## config.mk

```make
export PLATFORM = sky130hd
export DESIGN_NAME = sseg_scan_ctrl_flat
export DESIGN_NICKNAME = d
export VERILOG_FILES = /design/src/rtl/sseg_scan_ctrl_pkg.sv /design/src/rtl/sseg_scan_ctrl_if.sv /design/src/rtl/sseg_scan_ctrl_bcd.sv /design/src/rtl/sseg_scan_ctrl.sv /design/src/flat_wrapper.sv
export SDC_FILE = /design/constraint.sdc
export NUM_CORES = 1
export LEC_CHECK = 0
export ABC_AREA = 1
export BUFFER_PORTS_ARGS = -buffer_cell sky130_fd_sc_hd__buf_2
export CORE_MARGIN = 2
export CORE_UTILIZATION = 48
export CTS_BUF_LIST = sky130_fd_sc_hd__clkbuf_16
export DETAILED_ROUTE_END_ITERATION = 12
export GPL_TIMING_DRIVEN = 0
export PLACE_DENSITY = 0.69
export SLEW_MARGIN = 30
export SYNTH_ARGS = -nofsm -noshare
export SYNTH_HDL_FRONTEND = slang
export SYNTH_SLANG_ARGS = --single-unit
```

## constraint.sdc

```tcl
create_clock -name clk -period 3.2 [get_ports clk]
set_input_delay 0.48 -clock clk [delete_from_list [all_inputs] [get_ports clk]]
set_output_delay 0.48 -clock clk [all_outputs]
set_load 0.1 [all_outputs]
```

## src/rtl/sseg_scan_ctrl_pkg.sv

```systemverilog
// Shared constants and types for the seven-segment scan driver.
// Patterns are {g,f,e,d,c,b,a}, active-low.
package sseg_pkg;

  localparam int NUM_DIGITS = 4;

  typedef logic [1:0] digit_sel_t;

  localparam logic [6:0] SEG_DIGIT [0:9] = '{
    7'h40, 7'h79, 7'h24, 7'h30, 7'h19,
    7'h12, 7'h02, 7'h78, 7'h00, 7'h10
  };
  localparam logic [6:0] SEG_DASH  = 7'h3F;
  localparam logic [6:0] SEG_BLANK = 7'h7F;

endpackage

```

## src/rtl/sseg_scan_ctrl_if.sv

```systemverilog
// Display-side bundle: enable and BCD digits in, anodes/segments/frame pulse out.
interface sseg_scan_ctrl_if;
  logic       en;
  logic [3:0] d3, d2, d1, d0;
  logic [7:0] an;
  logic [7:0] sseg;
  logic       frame_tick;

  modport master (output en, d3, d2, d1, d0, input an, sseg, frame_tick);
  modport slave  (input en, d3, d2, d1, d0, output an, sseg, frame_tick);
endinterface

```

## src/rtl/sseg_scan_ctrl_bcd.sv

```systemverilog
// Combinational BCD to active-low seven-segment decode; codes 10..15 show a dash.
module bcd_to_sseg
  import sseg_pkg::*;
(
  input  logic [3:0] bcd,
  output logic [6:0] seg
);

  always_comb begin
    seg = SEG_DASH;
    if (bcd <= 4'd9) seg = SEG_DIGIT[bcd];
  end

endmodule

```

## src/rtl/sseg_scan_ctrl.sv

```systemverilog
// Four-digit multiplexed seven-segment driver with per-frame digit snapshot,
// leading-zero blanking and a fixed decimal point.
module sseg_scan_ctrl
  import sseg_pkg::*;
#(
  parameter int REFRESH_DIV = 100000,
  parameter int DP_POS      = 1,
  parameter int BLANK_LZ    = 1
) (
  input  logic           clk,
  input  logic           rst_n,
  sseg_scan_ctrl_if.slave bus
);

  localparam int                PRE_W    = $clog2(REFRESH_DIV);
  localparam logic [PRE_W-1:0]  PRE_LAST = PRE_W'(REFRESH_DIV - 1);
  localparam digit_sel_t        DP_SEL   = digit_sel_t'(DP_POS);

  logic [PRE_W-1:0]                 pre;
  digit_sel_t                       sel;
  logic [NUM_DIGITS-1:0][3:0]       snap;
  logic [NUM_DIGITS-1:0]            blank;
  logic [7:0]                       an_q, sseg_q;
  logic [6:0]                       pat, seg_nxt;
  logic                             tc, dp_n, lz;

  assign tc             = bus.en && (pre == PRE_LAST);
  assign bus.frame_tick = tc && (sel == digit_sel_t'(NUM_DIGITS - 1));
  assign bus.an         = an_q;
  assign bus.sseg       = sseg_q;

  // Walk down from the top digit; a digit blanks only while everything above it is zero.
  always_comb begin
    blank = '0;
    lz    = 1'b1;
    for (int k = NUM_DIGITS - 1; k >= 0; k--) begin
      lz       = lz && (snap[k] == 4'd0);
      blank[k] = (BLANK_LZ != 0) && (k > DP_POS) && lz;
    end
  end

  bcd_to_sseg u_dec (
    .bcd (snap[sel]),
    .seg (pat)
  );

  assign seg_nxt = blank[sel] ? SEG_BLANK : pat;
  assign dp_n    = !((sel == DP_SEL) && !blank[sel]);

  always_ff @(posedge clk or negedge rst_n) begin
    if (!rst_n) begin
      pre    <= '0;
      sel    <= '0;
      snap   <= '0;
      an_q   <= 8'hFF;
      sseg_q <= 8'hFF;
    end else if (bus.en) begin
      pre    <= tc ? '0 : pre + 1'b1;
      if (tc) sel <= sel + 1'b1;
      if (bus.frame_tick) snap <= {bus.d3, bus.d2, bus.d1, bus.d0};
      an_q   <= {4'hF, ~(4'b0001 << sel)};
      sseg_q <= {dp_n, seg_nxt};
    end else begin
      an_q   <= 8'hFF;
      sseg_q <= 8'hFF;
    end
  end

endmodule

```

## src/flat_wrapper.sv

```systemverilog
// flat-port wrapper written by rule: the top's interface ports become plain ports
module sseg_scan_ctrl_flat import sseg_pkg::*;
#(
  parameter int REFRESH_DIV = 100000,
  parameter int DP_POS      = 1,
  parameter int BLANK_LZ    = 1
)
  (clk, rst_n, bus_en, bus_d3, bus_d2, bus_d1, bus_d0, bus_an, bus_sseg, bus_frame_tick);
  sseg_scan_ctrl_if bus_i ();
  input  logic clk;
  input  logic rst_n;
  input wire logic [$bits(bus_i.en)-1:0] bus_en;
  input wire logic [$bits(bus_i.d3)-1:0] bus_d3;
  input wire logic [$bits(bus_i.d2)-1:0] bus_d2;
  input wire logic [$bits(bus_i.d1)-1:0] bus_d1;
  input wire logic [$bits(bus_i.d0)-1:0] bus_d0;
  output wire logic [$bits(bus_i.an)-1:0] bus_an;
  output wire logic [$bits(bus_i.sseg)-1:0] bus_sseg;
  output wire logic [$bits(bus_i.frame_tick)-1:0] bus_frame_tick;
  assign bus_i.en = bus_en;
  assign bus_i.d3 = bus_d3;
  assign bus_i.d2 = bus_d2;
  assign bus_i.d1 = bus_d1;
  assign bus_i.d0 = bus_d0;
  assign bus_an = bus_i.an;
  assign bus_sseg = bus_i.sseg;
  assign bus_frame_tick = bus_i.frame_tick;
  sseg_scan_ctrl #(.REFRESH_DIV(REFRESH_DIV), .DP_POS(DP_POS), .BLANK_LZ(BLANK_LZ)) u_core (.clk(clk), .rst_n(rst_n), .bus(bus_i));
endmodule
```

Word-level counts from Yosys, hierarchy flattened
Memory sizes are Yosys's and may differ from the RTL's.
Cells that the tools add are included.
{"block": "word_totals", "mem_count": 1, "rom_bits": 112, "latch_bits": 0, "word_cells": 41, "mem_bits_rw": 0, "register_bits": 48, "in_bits": 19}
{"block": "classes", "n_lt_le_gt_ge": 3, "reduce_logical": 10, "n_eq_ne": 3, "shift": 1, "bitwise": 2, "add_sub_neg": 2, "n_mul": 0, "muxes": 11, "div": 0}
{"name": "(name not given)", "depth": 16, "width": 7, "rd": 1, "rd_clocked_by_memory_dff": 0, "wr": 0, "line": "sseg_scan_ctrl_bcd.sv:11", "text": "if (bcd <= 4'd9) seg = SEG_DIGIT[bcd];"}
{"cell": "$mux 7", "count": 4}
{"cell": "$add 17x1->17 const B", "count": 1}
{"cell": "$eq 17x17->1 const B", "count": 1}
{"cell": "$mux 17", "count": 1}
{"cell": "$bmux 4 s2", "count": 1}
{"cell": "$logic_not 4->1", "count": 2}
{"cell": "$mux 4", "count": 2}
{"cell": "$mux 8", "count": 1}
{"cell": "$ge 5x5->1 const B", "count": 1}
{"cell": "$not 4->5", "count": 1}
{"cell": "$le 4x4->1 const B", "count": 1}
{"cell": "$logic_and 1x1->1", "count": 4}
{"cell": "$not 4->4", "count": 1}
{"cell": "$reduce_and 2->1", "count": 2}
{"cell": "$shl 1x2->4 const A", "count": 1}
{"cell": "$lt 2x3->1 const B", "count": 1}
{"cell": "$add 2x1->2 const B", "count": 1}
{"cell": "$bmux 1 s2", "count": 1}
{"cell": "$eq 2x1->1 const B", "count": 1}
{"cell": "$eq 2x2->1 const B", "count": 1}
{"cell": "$logic_not 1->1", "count": 2}
{"cell": "$mux 1", "count": 1}

Logic depth before layout (Yosys ltp)
{"block": "depth", "word_depth": 9, "ltp_mapped": 11, "depth_no_buf": 10}

Cells and area by module
Synthesis repeated with hierarchy kept, for this count alone.
{"block": "unflattened", "hier_cells": 322, "area_unflattened_um2": 2596.2}
{"mod": "sseg_scan_ctrl", "instances": 1, "cells_each": 292, "area_each_um2": 2407.3, "seq_area_each_um2": 1164.9}
{"mod": "bcd_to_sseg", "instances": 1, "cells_each": 30, "area_each_um2": 188.9, "seq_area_each_um2": 0.0}

Least setup slack after synthesis
Ideal clock, no wire load.
{"block": "synth_timing", "path_kind": "flip-flop to output port", "from": "reg u_core.pre[0]", "to": "out bus_frame_tick", "n_path_buf": 1, "setup_slack_ps": 962, "stages_incl_launch_ff": 7, "arrival_time_ps": 1758, "cell_sequence": "dfrtp_1 ha_1 nand3_1 nor2_2 nand4_4 buf_6 inv_1"}
{"block": "synth_between", "elab_chain_cells": 3}
{"element": "from (decl)", "line": "sseg_scan_ctrl.sv:19", "text": "logic [PRE_W-1:0] pre;"}
{"element": "from (signal assigned)", "line": "sseg_scan_ctrl.sv:58", "text": "pre <= tc ? '0 : pre + 1'b1;"}
{"element": "$eq 17x17->1", "line": "sseg_scan_ctrl.sv:27", "text": "assign tc = bus.en && (pre == PRE_LAST);"}
{"element": "$logic_and 1x1->1", "line": "sseg_scan_ctrl.sv:27"}
{"element": "$logic_and 1x1->1", "line": "sseg_scan_ctrl.sv:28", "text": "assign bus.frame_tick = tc && (sel == digit_sel_t'(NUM_DIGITS - 1));"}
{"element": "to (decl)", "line": "flat_wrapper.sv:19", "text": "output wire logic [$bits(bus_i.frame_tick)-1:0] bus_frame_tick;"}
Every way passes these cells.

Final worst setup path
Ends and elaborated chain as after synthesis.

==> qor.yml <==
layout.cells.non_filler: 453
die-area_mm2: 0.00607
synth_cell_types: 29
antennaDiodeCount: 0
status: "completed"
wl_per_cell_um: 11.9
grt_setup_unrepaired: "false"
io_buffers: 31
slew_headroom_pct: 62.4
cpPeakStageDelay_ns: 0.41
ys_warn_count: 0
area_growth_pct: 15.0
totalWireLength_um: 5410
ys_seq_area_share_pct: 44.4
nNetsFinal: 411
drv_slew: 0
gr-total-overflow: 0
vias: 2269
cap_violations: 0
cp-end-kind: "output pin"
synth_cells: 341
grt_max_degree: 47
arrival_ns: 2.13
path_buf_inv: 3
setup.worst_path.class: "reg -> out"
syn-cell-area_mm2: 0.00262
antenna_found_initial: 0
drc: 0
powerDensity_mw_per_mm2: 469
post_cts.repair.setup_buffers: 0
cpMaxStageDelayCell: "buf_2"
cts_tree: "yes"
hold_violations: 0
p_leak_uw: 0.00169
placed_cells: 445
cts_max_level: 2
cts_resized: 0
drive_above_1_share_pct: 20.1
clk_pin_slew_ns: 0.06
cp_top_family: "buffers and inverters"
n_fill_cell: 481
cp-start-kind: "flop"
syn_area_per_cell_um2: 7.69
grt_pass1_wl_um: 9530
clkLatencyLatePin_ns: 0.28
hpwl_um: 3910
die_y_um: 77.9
path_cells: "ha_1 > nand3_1 > nor2_2 > nand4_4 > buf_6 > inv_1 > buf_2"
ant_nets: 0
globalRouteTotalUtil_pct: 19.7
final_cell_mix: "nand2_1, inv_1, dfrtp_1"
ys_ff_latch: 46
boundaryPins: 36
rows: 26
hp-class: "in -> async"
coreArea_mm2: 0.00520
cts.sinks: 46
dp_slack_ns: 0.901
fin_ws_ns: 0.595
drt_pass1_iterations: 6
fp.dieW_um: 77.9
ir_worst_vdd_mv: 0.217
critPathMaxFanout: 10
final_common_cell: "nand2_1"
fin_hold_ws_ns: 0.194
drt_iter0_drc: 175
via_per_inst: 5.01
fin_crit_ns: 2.61
hold_buffers: 0
cts_made_buffers: 5
clock_path_buffers: 2
finish.instance_area_mm2: 0.00302
dpl_cell_area_mm2: 0.00288
final-setup-viol-count: 0
initial_core_util_pct: 50.4
gp_congestion: 0.846
grt_pass1_vias: 2087
tns_ns: 0
fmax_mhz: 384
skew_ns: 0.00492
min_period_over_period_pct: 81.4
clockRootBuffer: "clkbuf_16"
critical_path_required_ns: 2.72
worstMarginPinSlew_ns: 0.564
==> registers in the layout, indices dropped and copies added, names as in the netlist <==
signal,cells
u_core.bus.an,3
u_core.bus.sseg,8
u_core.pre,17
u_core.snap,16
u_core.sel,2
==> power by group <==
group | internal, uW | switching [uW]
logic | 67.4 | 161
clock network | 282 | 208
registers | 631 | 64.8
total | 980 | 433
==> worst paths after layout <==
kind / startpoint / to / slack, ns / cells after the start
worst max register to register: u_core.sel[0]$_DFFE_PN0P_ / u_core.bus.sseg[0]$_DFF_PN1_ / 1.21 / 10
worst min-delay path: rst_n / u_core.pre[1]$_DFFE_PN0P_ / 0.19 / 1
worst max-delay path: u_core.pre[0]$_DFFE_PN0P_ / bus_frame_tick / 0.59 / 7
max in group asynchronous: rst_n / u_core.snap[11]$_DFFE_PN0P_ / 2.62 / 1
min in group clk: bus_d1[3] / u_core.snap[7]$_DFFE_PN0P_ / 0.44 / 3
worst min register to register: u_core.snap[4]$_DFFE_PN0P_ / u_core.snap[4]$_DFFE_PN0P_ / 0.48 / 2
==> routing by layer <==
| layer | GRT usage [%] | wire length, um | vias up |
|---|---|---|---|
| li1 | - | - | 1142 |
| met1 | 28.4 | 2630 | 1043 |
| met2 | 29.9 | 2390 | 75 |
| met3 | 3.84 | 298 | 9 |
| met4 | 6.49 | 87 | 0 |
| met5 | 0 | 0 | - |
==> cell type report <==
cell class	count	area (um2)	share of cell area, %
inverter	42	158	5.23
tap	70	87.6	2.90
multi-input combinational	241	1200	39.7
buffer	15	114	3.77
timing repair buffer	31	158	5.23
clock buffer	5	125	4.15
clock inverter	3	12.5	0.415
sequential	46	1160	38.6
==> stage by stage <==
step | power, uW | utilization [%]
6_report | 1410 | 58.0
3_5_place_dp | 930 | 55.3
4_1_cts | 1430 | 58.0
2_1_floorplan | 865 | -
3_3_place_gp | 923 | 55.3
5_1_grt | 1490 | 58.0
==> cell usage after synthesis <==
cell      count  area share (%)
o211ai_1      1            0.29
nand4_1      22             5.2
nand3_2       1            0.38
ha_1         10             4.8
nor2_2        4            0.95
or2_2         1            0.24
o21bai_1      1            0.29
o21ai_0       1            0.19
buf_2         4            0.76
nor2b_1       1            0.24
nand4_4       1            0.81
buf_4         8             2.3
nand2_2       2            0.48
buf_6         3             1.3
dfstp_2      11              11
nand3_1      28             5.3
a21oi_1       1            0.19
xnor2_1       2            0.67
dfrtp_1      35              33
nor3_4        1            0.62
nor2_1       27             3.9
nor3_1        5            0.95
xor2_1        4             1.3
nand4_2       1            0.48
conb_1        1            0.14
inv_2         3            0.43
nand3b_1      1            0.29
nand2_1     122              17
inv_1        39             5.6
==> logic make-up (layout without fill, tap and decap cells) <==
logic type	Yosys count	after routing	share of synthesized area, %
buffers and inverters	57	96	10.4
other	1	4	0.143
adders and majority gates	10	10	4.77
xor gates and xnor gates	6	6	2.00
and+or+nand+nor	217	217	37.4
AOI/OAI and AO/OA	4	4	0.954
DFF	46	46	44.4
==> worst reg2reg max path: cells and delay by family (launching register included) <==
| kind | cells | cell delay [ns] |
|---|---|---|
| AO/OA/AOI/OAI | 1 | 0.18 |
| buffers and inverters | 2 | 0.35 |
| flip-flops | 1 | 0.40 |
| adder cells (fa/ha/maj) | 1 | 0.23 |
| AND/OR/NAND/NOR | 6 | 0.78 |
Power figures use the tool's default switching activity.
